**src/rtl/gtx_frame_pkg.sv**
```systemverilog
// gtx_frame_pkg: constants, state encoding and the header-length rule shared
// by the 16-bit GTX frame sender and receiver.
//   K_CHAR_DEF    : comma word carried in every K slot
//   HEAD_WORD_DEF : frame-head marker, sent twice back to back
//   LEN_W_DEF     : width of the 64-bit payload word count
//   rx_state_t    : receiver FSM states
//   len_from_hdr  : payload word count encoded in the low header lane
package gtx_frame_pkg;

    localparam logic [15:0] K_CHAR_DEF    = 16'h50BC;
    localparam logic [15:0] HEAD_WORD_DEF = 16'hA0AA;
    localparam int          LEN_W_DEF     = 15;

    typedef enum logic [1:0] {
        UNLOCK  = 2'd0,
        HUNT    = 2'd1,
        HDR     = 2'd2,
        PAYLOAD = 2'd3
    } rx_state_t;

    // The sender encodes the byte length; whole 64-bit words are hdr[15:2]+1,
    // with one extra word when both low bits are set. Wraps at LEN_W_DEF bits.
    function automatic logic [LEN_W_DEF-1:0] len_from_hdr(input logic [15:0] hdr);
        logic [LEN_W_DEF-1:0] base;
        logic [LEN_W_DEF-1:0] extra;
        base  = {1'b0, hdr[15:2]};
        extra = {{(LEN_W_DEF-1){1'b0}}, hdr[1] & hdr[0]};
        return base + LEN_W_DEF'(1) + extra;
    endfunction

endpackage

```
**src/rtl/gtx_word_packer.sv**
```systemverilog
// gtx_word_packer: shifts 16-bit data slots into 64-bit words, first slot in
// the most significant lane.
//   DataRecvCLK : clock
//   RST         : synchronous active-high reset
//   flush       : drop any partial word (highest priority)
//   preset      : load the two head lanes and continue from lane 2
//   push        : append din as the next lane
//   din         : data slot
//   word_done   : push that completes lane 3 in this cycle (combinational)
//   word_o      : last completed 64-bit word, held between strobes
//   vld_o       : one-cycle strobe, one cycle after the completing slot
module gtx_word_packer
    import gtx_frame_pkg::*;
#(
    parameter int          DATA_W    = 16,
    parameter logic [15:0] HEAD_WORD = HEAD_WORD_DEF
) (
    input  logic                DataRecvCLK,
    input  logic                RST,
    input  logic                flush,
    input  logic                preset,
    input  logic                push,
    input  logic [DATA_W-1:0]   din,
    output logic                word_done,
    output logic [4*DATA_W-1:0] word_o,
    output logic                vld_o
);

    logic [1:0]          lane_cnt;
    logic [3*DATA_W-1:0] lanes_p0;

    assign word_done = push & ~flush & ~preset & (lane_cnt == 2'd3);

    // Stage 0: lane shifter; stage 1: completed word and its strobe.
    always_ff @(posedge DataRecvCLK) begin
        if (RST) begin
            lane_cnt <= 2'd0;
            word_o   <= '0;
            vld_o    <= 1'b0;
        end else begin
            vld_o <= 1'b0;
            if (flush) begin
                lane_cnt <= 2'd0;
            end else if (preset) begin
                lanes_p0 <= {{DATA_W{1'b0}}, DATA_W'(HEAD_WORD), DATA_W'(HEAD_WORD)};
                lane_cnt <= 2'd2;
            end else if (push) begin
                lanes_p0 <= {lanes_p0[2*DATA_W-1:0], din};
                lane_cnt <= lane_cnt + 2'd1;
                if (lane_cnt == 2'd3) begin
                    word_o <= {lanes_p0, din};
                    vld_o  <= 1'b1;
                end
            end
        end
    end

endmodule

```
**src/rtl/gtx_frame_rx.sv**
```systemverilog
// gtx_frame_rx: receive side of the 16-bit GTX frame link. Locks on the
// periodic K character, hunts for the doubled head word, then repacks the
// header and payload into 64-bit words in original PCIe lane order.
// Optional build macro: ALIGN_CHECK_EN - enforce exactly one K every
// K_PERIOD cycles once locked; a misplaced or missing K acts as a bad K.
//   DataRecvCLK  : recovered GTX user clock
//   RST          : synchronous active-high reset
//   DataRecv     : received 16-bit word
//   DataRecvisK  : DataRecv is a K character
//   Data_PCIE_o  : reassembled 64-bit word
//   Valid_PCIE_o : one-cycle strobe per word
//   Frame_Start  : with the header word
//   Frame_End    : with the last payload word
//   Length_o     : payload word count, held until the next header
//   Locked       : K alignment achieved
//   Frame_Err    : one-cycle pulse on an aborted frame
module gtx_frame_rx
    import gtx_frame_pkg::*;
#(
    parameter logic [15:0] K_CHAR    = K_CHAR_DEF,
    parameter logic [15:0] HEAD_WORD = HEAD_WORD_DEF,
    parameter int          K_PERIOD  = 16,
    parameter int          LEN_W     = LEN_W_DEF
) (
    input  logic             DataRecvCLK,
    input  logic             RST,
    input  logic [15:0]      DataRecv,
    input  logic             DataRecvisK,
    output logic [63:0]      Data_PCIE_o,
    output logic             Valid_PCIE_o,
    output logic             Frame_Start,
    output logic             Frame_End,
    output logic [LEN_W-1:0] Length_o,
    output logic             Locked,
    output logic             Frame_Err
);

    rx_state_t        state;
    logic             head_seen;
    logic [LEN_W-1:0] wcnt;
    logic [LEN_W-1:0] wcnt_nxt;

    logic k_slot;
    logic bad_k;
    logic data_slot;
    logic align_err;
    logic lock_err;
    logic in_frame;
    logic pk_preset;
    logic pk_push;
    logic word_done;

    assign k_slot    = DataRecvisK & (DataRecv == K_CHAR);
    assign bad_k     = DataRecvisK & (DataRecv != K_CHAR);
    assign data_slot = ~DataRecvisK;

`ifdef ALIGN_CHECK_EN
    localparam int KCNT_W = (K_PERIOD > 1) ? $clog2(K_PERIOD) : 1;

    logic [KCNT_W-1:0] kcnt;

    // Cycles since the last K; the next K must land exactly at K_PERIOD-1.
    always_ff @(posedge DataRecvCLK) begin
        if (RST) begin
            kcnt <= '0;
        end else if (k_slot) begin
            kcnt <= '0;
        end else begin
            kcnt <= kcnt + KCNT_W'(1);
        end
    end

    assign align_err = (state != UNLOCK) &
                       ((k_slot  & (kcnt != KCNT_W'(K_PERIOD - 1))) |
                        (~k_slot & (kcnt == KCNT_W'(K_PERIOD - 1))));
`else
    // Degenerate periods leave no data slots; nothing to build for them.
    if (K_PERIOD < 2) begin : g_short_period
    end
    assign align_err = 1'b0;
`endif

    assign lock_err  = bad_k | align_err;
    assign in_frame  = (state == HDR) | (state == PAYLOAD);
    assign pk_preset = (state == HUNT) & data_slot & (DataRecv == HEAD_WORD)
                       & head_seen & ~lock_err;
    assign pk_push   = in_frame & data_slot & ~lock_err;
    assign wcnt_nxt  = wcnt + LEN_W'(1);

    gtx_word_packer #(
        .DATA_W    (16),
        .HEAD_WORD (HEAD_WORD)
    ) u_packer (
        .DataRecvCLK (DataRecvCLK),
        .RST         (RST),
        .flush       (lock_err),
        .preset      (pk_preset),
        .push        (pk_push),
        .din         (DataRecv),
        .word_done   (word_done),
        .word_o      (Data_PCIE_o),
        .vld_o       (Valid_PCIE_o)
    );

    // Frame control; flags register alongside the packer's word strobe.
    always_ff @(posedge DataRecvCLK) begin
        if (RST) begin
            state       <= UNLOCK;
            Locked      <= 1'b0;
            head_seen   <= 1'b0;
            wcnt        <= '0;
            Length_o    <= '0;
            Frame_Start <= 1'b0;
            Frame_End   <= 1'b0;
            Frame_Err   <= 1'b0;
        end else begin
            Frame_Start <= 1'b0;
            Frame_End   <= 1'b0;
            Frame_Err   <= 1'b0;
            if (state == UNLOCK) begin
                if (k_slot) begin
                    state     <= HUNT;
                    Locked    <= 1'b1;
                    head_seen <= 1'b0;
                end
            end else if (lock_err) begin
                // Lock loss aborts any frame in flight; the packer drops its partial word.
                state     <= UNLOCK;
                Locked    <= 1'b0;
                head_seen <= 1'b0;
                Frame_Err <= in_frame;
            end else begin
                case (state)
                    HUNT: begin
                        // K slots leave the match untouched, so a K may split the two heads.
                        if (data_slot) begin
                            if (DataRecv == HEAD_WORD) begin
                                if (head_seen) begin
                                    state     <= HDR;
                                    head_seen <= 1'b0;
                                end else begin
                                    head_seen <= 1'b1;
                                end
                            end else begin
                                head_seen <= 1'b0;
                            end
                        end
                    end
                    HDR: begin
                        if (word_done) begin
                            Frame_Start <= 1'b1;
                            Length_o    <= LEN_W'(len_from_hdr(DataRecv));
                            wcnt        <= '0;
                            state       <= PAYLOAD;
                        end
                    end
                    PAYLOAD: begin
                        if (word_done) begin
                            wcnt <= wcnt_nxt;
                            if (wcnt_nxt == Length_o) begin
                                Frame_End <= 1'b1;
                                state     <= HUNT;
                            end
                        end
                    end
                    default: state <= UNLOCK;
                endcase
            end
        end
    end

endmodule

```
**config.mk**
```make
export PLATFORM = sky130hd
export DESIGN_NAME = gtx_frame_rx
export DESIGN_NICKNAME = d
export VERILOG_FILES = /design/src/rtl/gtx_frame_pkg.sv /design/src/rtl/gtx_word_packer.sv /design/src/rtl/gtx_frame_rx.sv
export SDC_FILE = /design/constraint.sdc
export NUM_CORES = 1
export LEC_CHECK = 0
export BUFFER_PORTS_ARGS = -buffer_cell sky130_fd_sc_hd__buf_2
export CORE_ASPECT_RATIO = 2
export CORE_MARGIN = 5
export CORE_UTILIZATION = 47
export DETAILED_ROUTE_END_ITERATION = 10
export PLACE_DENSITY = 0.68
export SLEW_MARGIN = 40
export SYNTH_ARGS = -nofsm -noshare
export SYNTH_HDL_FRONTEND = slang
export SYNTH_SLANG_ARGS = --single-unit
```
**constraint.sdc**
```tcl
create_clock -name DataRecvCLK -period 14.9 [get_ports DataRecvCLK]
set_input_delay 4.47 -clock DataRecvCLK [delete_from_list [all_inputs] [get_ports DataRecvCLK]]
set_output_delay 4.47 -clock DataRecvCLK [all_outputs]
set_load 0.05 [all_outputs]
```
After elaboration in Yosys (flattened, before gate mapping)
Cells that the tools add are included.
{"block": "op_classes", "shift": 0, "n_eq_ne": 18, "addsub": 4, "order_cmp": 0, "mul": 0, "n_bitwise": 22, "n_reduce_logical": 18, "n_div": 0, "muxes": 29}
{"cell": "$mux W48", "count": 1}
{"cell": "$mux W15", "count": 2}
{"cell": "$pmux W15 S2", "count": 1}
{"cell": "$mux W2", "count": 11}
{"cell": "$eq A16 B15 Y1 const B", "count": 1}
{"cell": "$eq A16 B16 Y1 const B", "count": 1}
{"cell": "$ne A16 B15 Y1 const B", "count": 1}
{"cell": "$ne A4 B1 Y1 const B", "count": 4}
{"cell": "$add A14 B1 Y15 const B", "count": 1}
{"cell": "$add A15 B1 Y15", "count": 1}
{"cell": "$add A15 B1 Y15 const B", "count": 1}
{"cell": "$eq A15 B15 Y1", "count": 1}
{"cell": "$mux W1", "count": 13}
{"cell": "$and A1 B1 Y1", "count": 12}
{"cell": "$not A1 Y1", "count": 9}
{"cell": "$ne A4 B2 Y1 const B", "count": 2}
{"cell": "$reduce_and A4 Y1", "count": 2}
{"cell": "$reduce_or A4 Y1", "count": 2}
{"cell": "$reduce_and A7 Y1", "count": 1}
{"cell": "$eq A2 B2 Y1 const B", "count": 3}
{"cell": "$pmux W2 S3", "count": 1}
{"cell": "$reduce_and A3 Y1", "count": 2}
{"cell": "$reduce_bool A2 Y1", "count": 3}
{"cell": "$reduce_or A3 Y1", "count": 2}
{"cell": "12 further kinds", "count": 13}
{"block": "word_totals", "mem_count": 0, "regBits": 152, "inputBits": 19, "mem_bits_ro": 0, "out_inout_bits": 84, "ramBits": 0, "latchBits": 0}

Logic depth before layout (Yosys ltp)
Gate-level depths: netlist (run 1).
{"block": "depth", "ltp_word": 12, "depth_mapped": 10, "mapped_depth_nobuf": 10}

Cells and area by module
Synthesis (run 1) repeated with hierarchy kept, for this count alone.
{"block": "unflattened", "hier_cells": 722, "area_unflattened_um2": 7372.1}
{"mod": "gtx_word_packer", "cells_each": 392, "n_inst": 1, "area_per_inst_um2": 4748.3}
{"mod": "gtx_frame_rx", "cells_each": 330, "n_inst": 1, "area_per_inst_um2": 2623.8}

Least setup slack after synthesis (run 1)
No wires, ideal clock.
{"block": "synth_path", "path_type": "input-to-reg", "startpoint": "in DataRecv[8]", "endpoint": "reg u_packer.lanes_p0[0], enable pin", "cell_stages": 8, "setup_slack_ns": 6.563, "n_path_buf": 3, "t_arrival_ns": 7.883, "setup_ns": 0.453, "cell_sequence": "clkbuf_1 > nor4_1 > and4_1 > and2_1 > buf_2 > clkbuf_1 > nor2_1 > nor2_1"}
{"block": "synth_via", "elab_chain_len": 6}
{"element": "start, declared", "line": "gtx_frame_rx.sv:27", "text": "input logic [15:0] DataRecv,"}
{"element": "$eq A16 B16 Y1 or $ne A16 B15 Y1 (tied branches)", "line": "gtx_frame_rx.sv:85, gtx_frame_rx.sv:54"}
{"element": "$and A1 B1 Y1, on equally long branches", "line": "gtx_frame_rx.sv:85, gtx_frame_rx.sv:54"}
{"element": "$and A1 B1 Y1 or $not A1 Y1 (tied branches)"}
{"element": "$and A1 B1 Y1, on equally long branches", "line": "gtx_frame_rx.sv:86, gtx_frame_rx.sv:87"}
{"element": "$reduce_bool A2 Y1 (no line)"}
{"element": "$reduce_and A3 Y1 (no line) (*)"}
{"element": "end signal, assigned", "line": "gtx_word_packer.sv:45", "text": "lanes_p0 <= {{DATA_W{1'b0}}, DATA_W'(HEAD_WORD), DATA_W'(HEAD_WORD)};"}
{"element": "end signal, assigned", "line": "gtx_word_packer.sv:48", "text": "lanes_p0 <= {lanes_p0[2*DATA_W-1:0], din};"}
{"element": "end, declared", "line": "gtx_word_packer.sv:30", "text": "logic [3*DATA_W-1:0] lanes_p0;"}
Mark *: on every way between the ends. The rest lies on a longest branch, timed or not.
A chain may end at the register's enable or synchronous reset.

Final worst setup path (run 1)
{"block": "layout_path", "startpoint": "in DataRecv[8]", "endpoint": "reg u_packer.lanes_p0[13], enable pin"}
Same word-level chain as after synthesis.

==> results of run 1 <==
[flip-flops by register name, summed over array words and instances (netlist names)]
register           cells
head_seen              1
u_packer.vld_o         1
state                  2
u_packer.lanes_p0     48
Length_o              15
u_packer.word_o       64
Frame_Err              1
Frame_Start            1
u_packer.lane_cnt      2
Locked                 1
wcnt                  15
Frame_End              1
[worst max path at each step]
| stage | from | endpoint |
|---|---|---|
| 6_report | DataRecv[8] | u_packer.lanes_p0[13]$_SDFFCE_PP1P_ |
| 5_1_grt | DataRecv[7] | u_packer.lanes_p0[6]$_SDFFCE_PP0P_ |
| 4_1_cts | DataRecv[7] | u_packer.lanes_p0[13]$_SDFFCE_PP1P_ |
| 3_5_place_dp | DataRecv[7] | u_packer.lanes_p0[3]$_SDFFCE_PP1P_ |
| 3_3_place_gp | DataRecv[6] | u_packer.word_o[18]$_SDFFE_PP0P_ |
| 2_1_floorplan | DataRecv[8] | u_packer.lanes_p0[0]$_SDFFCE_PP0P_ |
[layout make-up]
class	count	area, um2
clock buffer	19	443
clock inverter	13	109
fill	1278	6190
inverter	10	37.5
multi-input combinational	499	2720
sequential	152	3520
tap	189	236
timing repair buffer	106	556
[per-stage QoR]
step	hold WS [ps]	util	cell area [um2]	std cells
2_1_floorplan	470	-	6550	728
3_3_place_gp	439	0.510	7040	955
3_5_place_dp	444	0.512	7070	956
4_1_cts	453	0.552	7630	988
5_1_grt	468	0.552	7630	988
6_report	450	0.552	7630	988
[synth_stat cells, drive strengths merged (2+ instances only)]
| cell | instances |
|---|---|
| a211oi | 18 |
| a21oi | 84 |
| a311oi | 5 |
| a31oi | 2 |
| and2 | 2 |
| and3 | 2 |
| and4 | 4 |
| and4b | 2 |
| buf | 18 |
| clkbuf | 49 |
| dfxtp | 104 |
| edfxtp | 48 |
| ha | 9 |
| inv | 10 |
| mux2i | 2 |
| nand2 | 167 |
| nand2b | 5 |
| nand3 | 15 |
| nand3b | 3 |
| nand4 | 10 |
| nor2 | 49 |
| nor2b | 29 |
| nor3 | 12 |
| nor3b | 3 |
| nor4 | 5 |
| nor4bb | 2 |
| o21a | 2 |
| o21ai | 12 |
| o41ai | 2 |
| or2 | 11 |
| or3 | 4 |
| or4 | 2 |
| xnor2 | 16 |
| xor2 | 12 |
[worst register-to-register path: cells and delay by family, from the launching register on]
kind | cells | cell delay [ps]
adders and majority gates | 1 | 630
DFF | 1 | 430
and+or+nand+nor | 4 | 1640
AOI/OAI and AO/OA | 2 | 790
[power breakdown]
part | switching (mW) | internal (mW) | leakage [nW]
Sequential | 0.00139 | 0.426 | 1.27
Combinational | 0.0228 | 0.0125 | 1.25
Clock | 0.179 | 0.223 | 0.276
Total | 0.203 | 0.661 | 2.80
[per-layer routing]
metal | vias up | global-route usage
met5 | - | 0
met4 | 0 | 0.0997
met3 | 33 | 0.0413
met2 | 173 | 0.356
met1 | 2413 | 0.205
li1 | 2577 | -
[kinds of logic after synthesis]
logic type	Yosys count	synth area share
AND/OR/NAND/NOR	329	0.234
flip-flops	152	0.538
AO/OA/AOI/OAI	130	0.118
buffers and inverters	77	0.0498
XOR/XNOR	28	0.0374
adder cells (fa/ha/maj)	9	0.0172
multiplexers	3	0.00535
==> summary.md, run 1 <==
| Metric | Value |
|---|---|
| Status | finished, final reports clean |
| Worst slew pin tran | 722 ps |
| Share of the synthesized area in the top cell type | 0.318 |
| WP data arrival | 6810 ps |
| Max clock buf depth | 2 |
| Crit path required time | 14,950 ps |
| R2R depth | 7 |
| Post-CTS Setup Inserts | 0 |
| Boundary Pins | 103 |
| Mapped Area | 6550 um2 |
| CP Class | primary input to register |
| Syn-to-layout area delta | 16.4% |
| FF+latch count, synth | 152 |
| Syn_area_per_cell | 9.00 um2 |
| Nets@finish | 814 |
| Initial antenna violation count | 0 |
| Max Cap Viol | 0 |
| TritonCTS clock tree | yes |
| FF-to-FF Start | state[0]$_SDFFE_PP0P_ |
| Synth Flop Type | dfxtp_1 |
| Number of hold buffers added after cts | 0 |
| Min Tclk post-route | 6760 ps |
| Async S/R FF share, synth | 0 |
| Final WS setup | 8140 ps |
| Max-slew violation count | 0 |
| PnR Total Power | between 0.8 and 0.9 mW |
| Vias per Instance | between 5 and 6 |
| Critical path depth | 7 |
| Part of the cycle the worst path needs | 0.454 |
| Initial drt markers | 317 |
| Core Area | 13,800 um2 |
| Area contributors post-synth | dfxtp_1 (32%), edfxtp_1 (22%), nand2_1 (9.6%) |
| Hold Vio Cnt, Final | 0 |
| CP max FO | 48 |
| DR WL met2 | 8.57 mm |
| PD cells | 113 nW/um2 |
| Kind of cell adding the most delay to the critical path | simple AND/OR/NAND/NOR gates |
| Dpl ws | between 7000 and 8000 ps |
| Crit start category | primary input |
| DR WL met3 | ~730 um |
| Worst reg2reg setup slack | between 10,000 and 15,000 ps |
| Synth warn | 0 |
| Die width | 93.5 um |
| Hold worst-path end | u_packer.word_o[59]$_SDFFE_PP0P_ |
| LEAKAGE | 2.80 nW |
| FMAX | 148 MHz |
| Syn Inst Count | 728 |
| TritonRoute pass-1 iters | 5 |
| First-pass GRT wire length | about 25 mm |
| Number of flops mapped to enable cells by yosys | 48 |
| Vias in the first global route | 5,109 |
| Antenna viol nets, final | 0 |
| Commonest cells after routing, fill and taps aside | nand2_1 (167), dfxtp_1 (104), buf_2 (101), a21oi_1 (83) |
| Share of post-route cells with drive strength above 1 | 0.198 |
| Worst-Skew Late Latency | 420 ps |
| Worst relative slew slack | 0.517 |
| Sequential share of the synthesized area | 0.538 |
| CTS clk-pin slew, worst paths | approximately 60 ps |
| Total grt overflow | 0 |
| Initial core utilization | 0.474 |
| Synth cell types | 51 |
| Slowest CP cell | and2_2 |
| Worst r2r dst | wcnt[14]$_SDFFE_PP0P_ |
| Crit. End Element | register |
| Inserted Diodes | 0 |
| GPL Wtd Cong | 0.846 |
| Setup TNS | 0 ps |
| H-tree depth | 4 |
| Worst stage delay on the critical path | around 600 ps |
| CP Cell Sequence | buf_2 > nor4_1 > and4_1 > and2_2 > nor2_1 > nor2_4 > buf_4 |
| WP buf/inv | 2 |
| Root Driver | clkbuf_16 |
| Min-Delay Path Class | register to register |
| GRT Overall Usage | 0.195 |
| Hold path start | u_packer.word_o[59]$_SDFFE_PP0P_ |
| Die Span Y | 177 um |
| RSZ-0062 raised after global routing | no |
| Clock Sinks | approximately 150 |
| Pin count of the biggest net entering global routing | 66 |
| Via count | 5,196 |
| Hold depth | 2 |
| Worst Clk Skew | 8.38 ps |
| Dpl hpwl | 11.0 mm |
| # setup viols final | 0 |
| Synth area leader | dfxtp_1 |
| Gates resized, CTS repair | 0 |
| Port bufs | between 100 and 150 |
| Cts bufs inserted | 17 |
| Routed length per instance | 15.9 um |
| WL met1 | 5.87 mm |
| Most common cell after layout, fill and taps aside | nand2_1 |
| Max layer used | met4 |
| Synth Net Count | 756 |
| Die area | 16,500 um2 |
| Row Count | 61 |
| # DRC | 0 |
| Peak VDD IR | 0.0864 mV |
| Final wirelength | 15.7 mm |
Note: power is estimated with default switching activity, not from simulation.
==> run 2, diff against run 1 <==
Settings changed: ABC_AREA from default to 1, PLACE_DENSITY 0.68 to 0.71.
Clock period 14.9 ns to 5.8 ns, I/O delays scaled along.
==> run 2 against run 1 <==
Non-clock buffer count grew 1; register-to-register slack got worse by 8600 ps; die area up 0.97%.
==> summary.md, run 2 <==
| Metric | Value |
|---|---|
| Crit. End Element | register |
| Commonest cells after routing, fill and taps aside | nand2_1 (240), dfxtp_1 (104), buf_2 (102), a21oi_1 (100), inv_1 (86) |
| CTS clk-pin slew, worst paths | around 60 ps |
| First-pass GRT wire length | 26.6 mm |
| Port bufs | a little over 100 |
| Initial core utilization | 0.477 |
| H-tree depth | 4 |
| Synth Flop Type | dfxtp_1 |
| Root Driver | clkbuf_16 |
| Final core utilization | 0.564 |
| Grt met3 use | 0.0441 |
| Syn Inst Count | 820 |
| GRT Overall Usage | 0.206 |
| Synth Net Count | about 850 |
| Vias in the first global route | 5,552 |
| # setup viols final | 0 |
| Dpl ws | 1610 ps |
| FF+latch count, synth | 152 |
| Total grt overflow | 0 |
| Worst slew pin tran | around 820 ps |
| Sequential share of the synthesized area | 0.532 |
| # DRC | 0 |
| Synth warn | 0 |
| Part of the cycle the worst path needs | 0.650 |
| Die area | 16,700 um2 |
| Most common cell after layout, fill and taps aside | nand2_1 |
| Switching Fraction | 0.239 |
| Max Cap Viol | 0 |
| Comb power frac | 0.072 |
| Die Span Y | 178 um |
| Syn_area_per_cell | 8.07 um2 |
| RSZ-0062 raised after global routing | no |
| Synth cell types | 32 |
| Sw Pwr | 0.583 mW |
| Cts bufs inserted | 17 |
| Peak VDD IR | between 0.2 and 0.25 mV |
| Antenna viol nets, final | 0 |
| Max clock buf depth | 2 |
| Number of flops mapped to enable cells by yosys | 48 |
| Inserted Diodes | 0 |
| Worst relative slew slack | 0.451 |
| Boundary Pins | 103 |
| Gates resized, CTS repair | 0 |
| Hold Vio Cnt, Final | 0 |
| CP max FO | 26 |
| Reg power frac | 0.471 |
| Crit path required time | 5910 ps |
| Share of the synthesized area in the top cell type | 0.314 |
| Vias per Instance | between 5 and 6 |
| Core Area | 13,900 um2 |
| LEAKAGE | 3.36 nW |
| CP Class | primary input to register |
| Clk network pwr share | 0.458 |
| Clock Sinks | about 150 |
| Crit start category | primary input |
| Pint | 1.86 mW |
| Syn-to-layout area delta | 18.2% |
| Top cell by count, worst path | nand4_1 |
| Grt met1 use | 0.203 |
| Dpl hpwl | 11.8 mm |
| Slowest CP cell | a21oi_4 |
| Max-slew violation count | 0 |
| Largest reg by FF count | u_packer.word_o |
| Via count | ~5.6k |
| Layer with the highest usage | met2 |
| Routed length per instance | between 15 and 20 um |
| Status | finished, final reports clean |
| Worst stage delay on the critical path | around 770 ps |
| PnR Total Power | 2.44 mW |
| Min-Delay Path Class | register to register |
| WP data arrival | 3880 ps |
| Pin count of the biggest net entering global routing | 68 |
| Cell with the most instances after synthesis | nand2_1 |
| Async S/R FF share, synth | 0 |
| Final wirelength | between 15 and 20 mm |
| Initial antenna violation count | 0 |
| Biggest regs | u_packer.word_o x64, u_packer.lanes_p0 x48 |
| Filler instances | 1,350 |
| Met2 global-route usage | 0.377 |
| PD cells | 312 nW/um2 |
| GPL Wtd Cong | ~0.89 |
| Nets@finish | 924 |
| FMAX | 265 MHz |
| Share of post-route cells with drive strength above 1 | 0.188 |
| Finished Layout Cells | 1,098 |
| Synth area leader | dfxtp_1 |
| Min Tclk post-route | between 3000 and 4000 ps |
| Worst Clk Skew | 12.1 ps |
| Worst-Skew Late Latency | 420 ps |
| Area contributors post-synth | dfxtp_1 (31%), edfxtp_1 (22%), nand2_1 (14%) |
| Top cells by count, synth | nand2_1 (240), dfxtp_1 (104), a21oi_1 (101), inv_1 (86), edfxtp_1 (48) |
| Die width | roughly 94 um |
| Final WS setup | 2030 ps |
| Setup TNS | 0 ps |
| Row Count | 61 |
| TritonRoute pass-1 iters | 6 |
| Mapped Area | 6620 um2 |
| CP Cell Sequence | buf_2 > inv_1 > nand4_1 > nor3_1 > nand4_1 > a21oi_4 > buf_12 |
| Number of hold buffers added after cts | 0 |
| Post-CTS Setup Inserts | 0 |
| Initial drt markers | between 200 and 250 |
| Max FFs per register | 64 |
| TritonCTS clock tree | yes |
| Inst Count DP | about 1.1k |
run 2: cell count changes in the layout (fill, tap and decap cells not counted), moves of 7 or more:
cell / change
a211oi_1: -13
nand3_1: +26
nand2_1: +73
nor2b_1: -29
inv_1: +76
o21ai_0: +18
nor2_2: +7
xnor2_1: -13
a21oi_1: +17
nor2_1: -18
run 2: per-stage QoR:
stage | area (um2) | hold slack [ps]
2_1_floorplan | 6620 | 458
3_3_place_gp | 7220 | 448
3_5_place_dp | 7220 | 453
4_1_cts | 7830 | 463
5_1_grt | 7830 | 474
6_report | 7830 | 460
run 2: path summary, 6_finish.rpt:
path	depth (start not counted)	endpoint	slack (ps)	from
max	7	u_packer.lanes_p0[12]$_SDFFCE_PP0P_	2030	DataRecv[11]
min	2	u_packer.word_o[21]$_SDFFE_PP0P_	460	u_packer.word_o[21]$_SDFFE_PP0P_
max reg2reg	8	wcnt[2]$_SDFFE_PP0P_	2720	state[0]$_SDFFE_PP0P_
min reg2reg	2	u_packer.word_o[21]$_SDFFE_PP0P_	460	u_packer.word_o[21]$_SDFFE_PP0P_
run 2: layout make-up:
| cell class | count | area, um2 | area share |
|---|---|---|---|
| multi-input cells | 528 | 2560 | 0.328 |
| inverters | 90 | 338 | 0.0432 |
| well taps | 189 | 236 | 0.0302 |
| clock inverters | 12 | 139 | 0.0177 |
| flip-flops and latches | 152 | 3520 | 0.450 |
| clock buffers | 20 | 467 | 0.0596 |
| repair buffers | 107 | 561 | 0.0716 |
run 2: cells by family after synthesis:
group | Yosys count | share of synthesized area
DFF | 152 | 0.532
adders and majority gates | 9 | 0.0170
and+or+nand+nor | 365 | 0.240
xor gates and xnor gates | 15 | 0.0198
buffers and inverters | 140 | 0.0824
AOI/OAI and AO/OA | 139 | 0.109
run 2: power by group through the flow:
stage	logic [mW]	registers, mW	clock network (mW)
after floorplan	0.123	1.17	0
after global placement	0.170	1.17	0
after detailed placement	0.173	1.17	0
after CTS	0.174	1.15	1.14
after global routing	0.197	1.15	1.18
final	0.175	1.15	1.12
run 2: critical path: cells and delay by family:
family | cells | cell delay [ps]
and+or+nand+nor | 3 | 840
AOI/OAI and AO/OA | 1 | 770
buffers and inverters | 3 | 530
run 2: per-layer routing:
metal,vias to the layer above,part of all wire
met2,168,0.54
met4,0,0.053
li1,2788,-
met3,55,0.046
met5,-,0
met1,2550,0.37
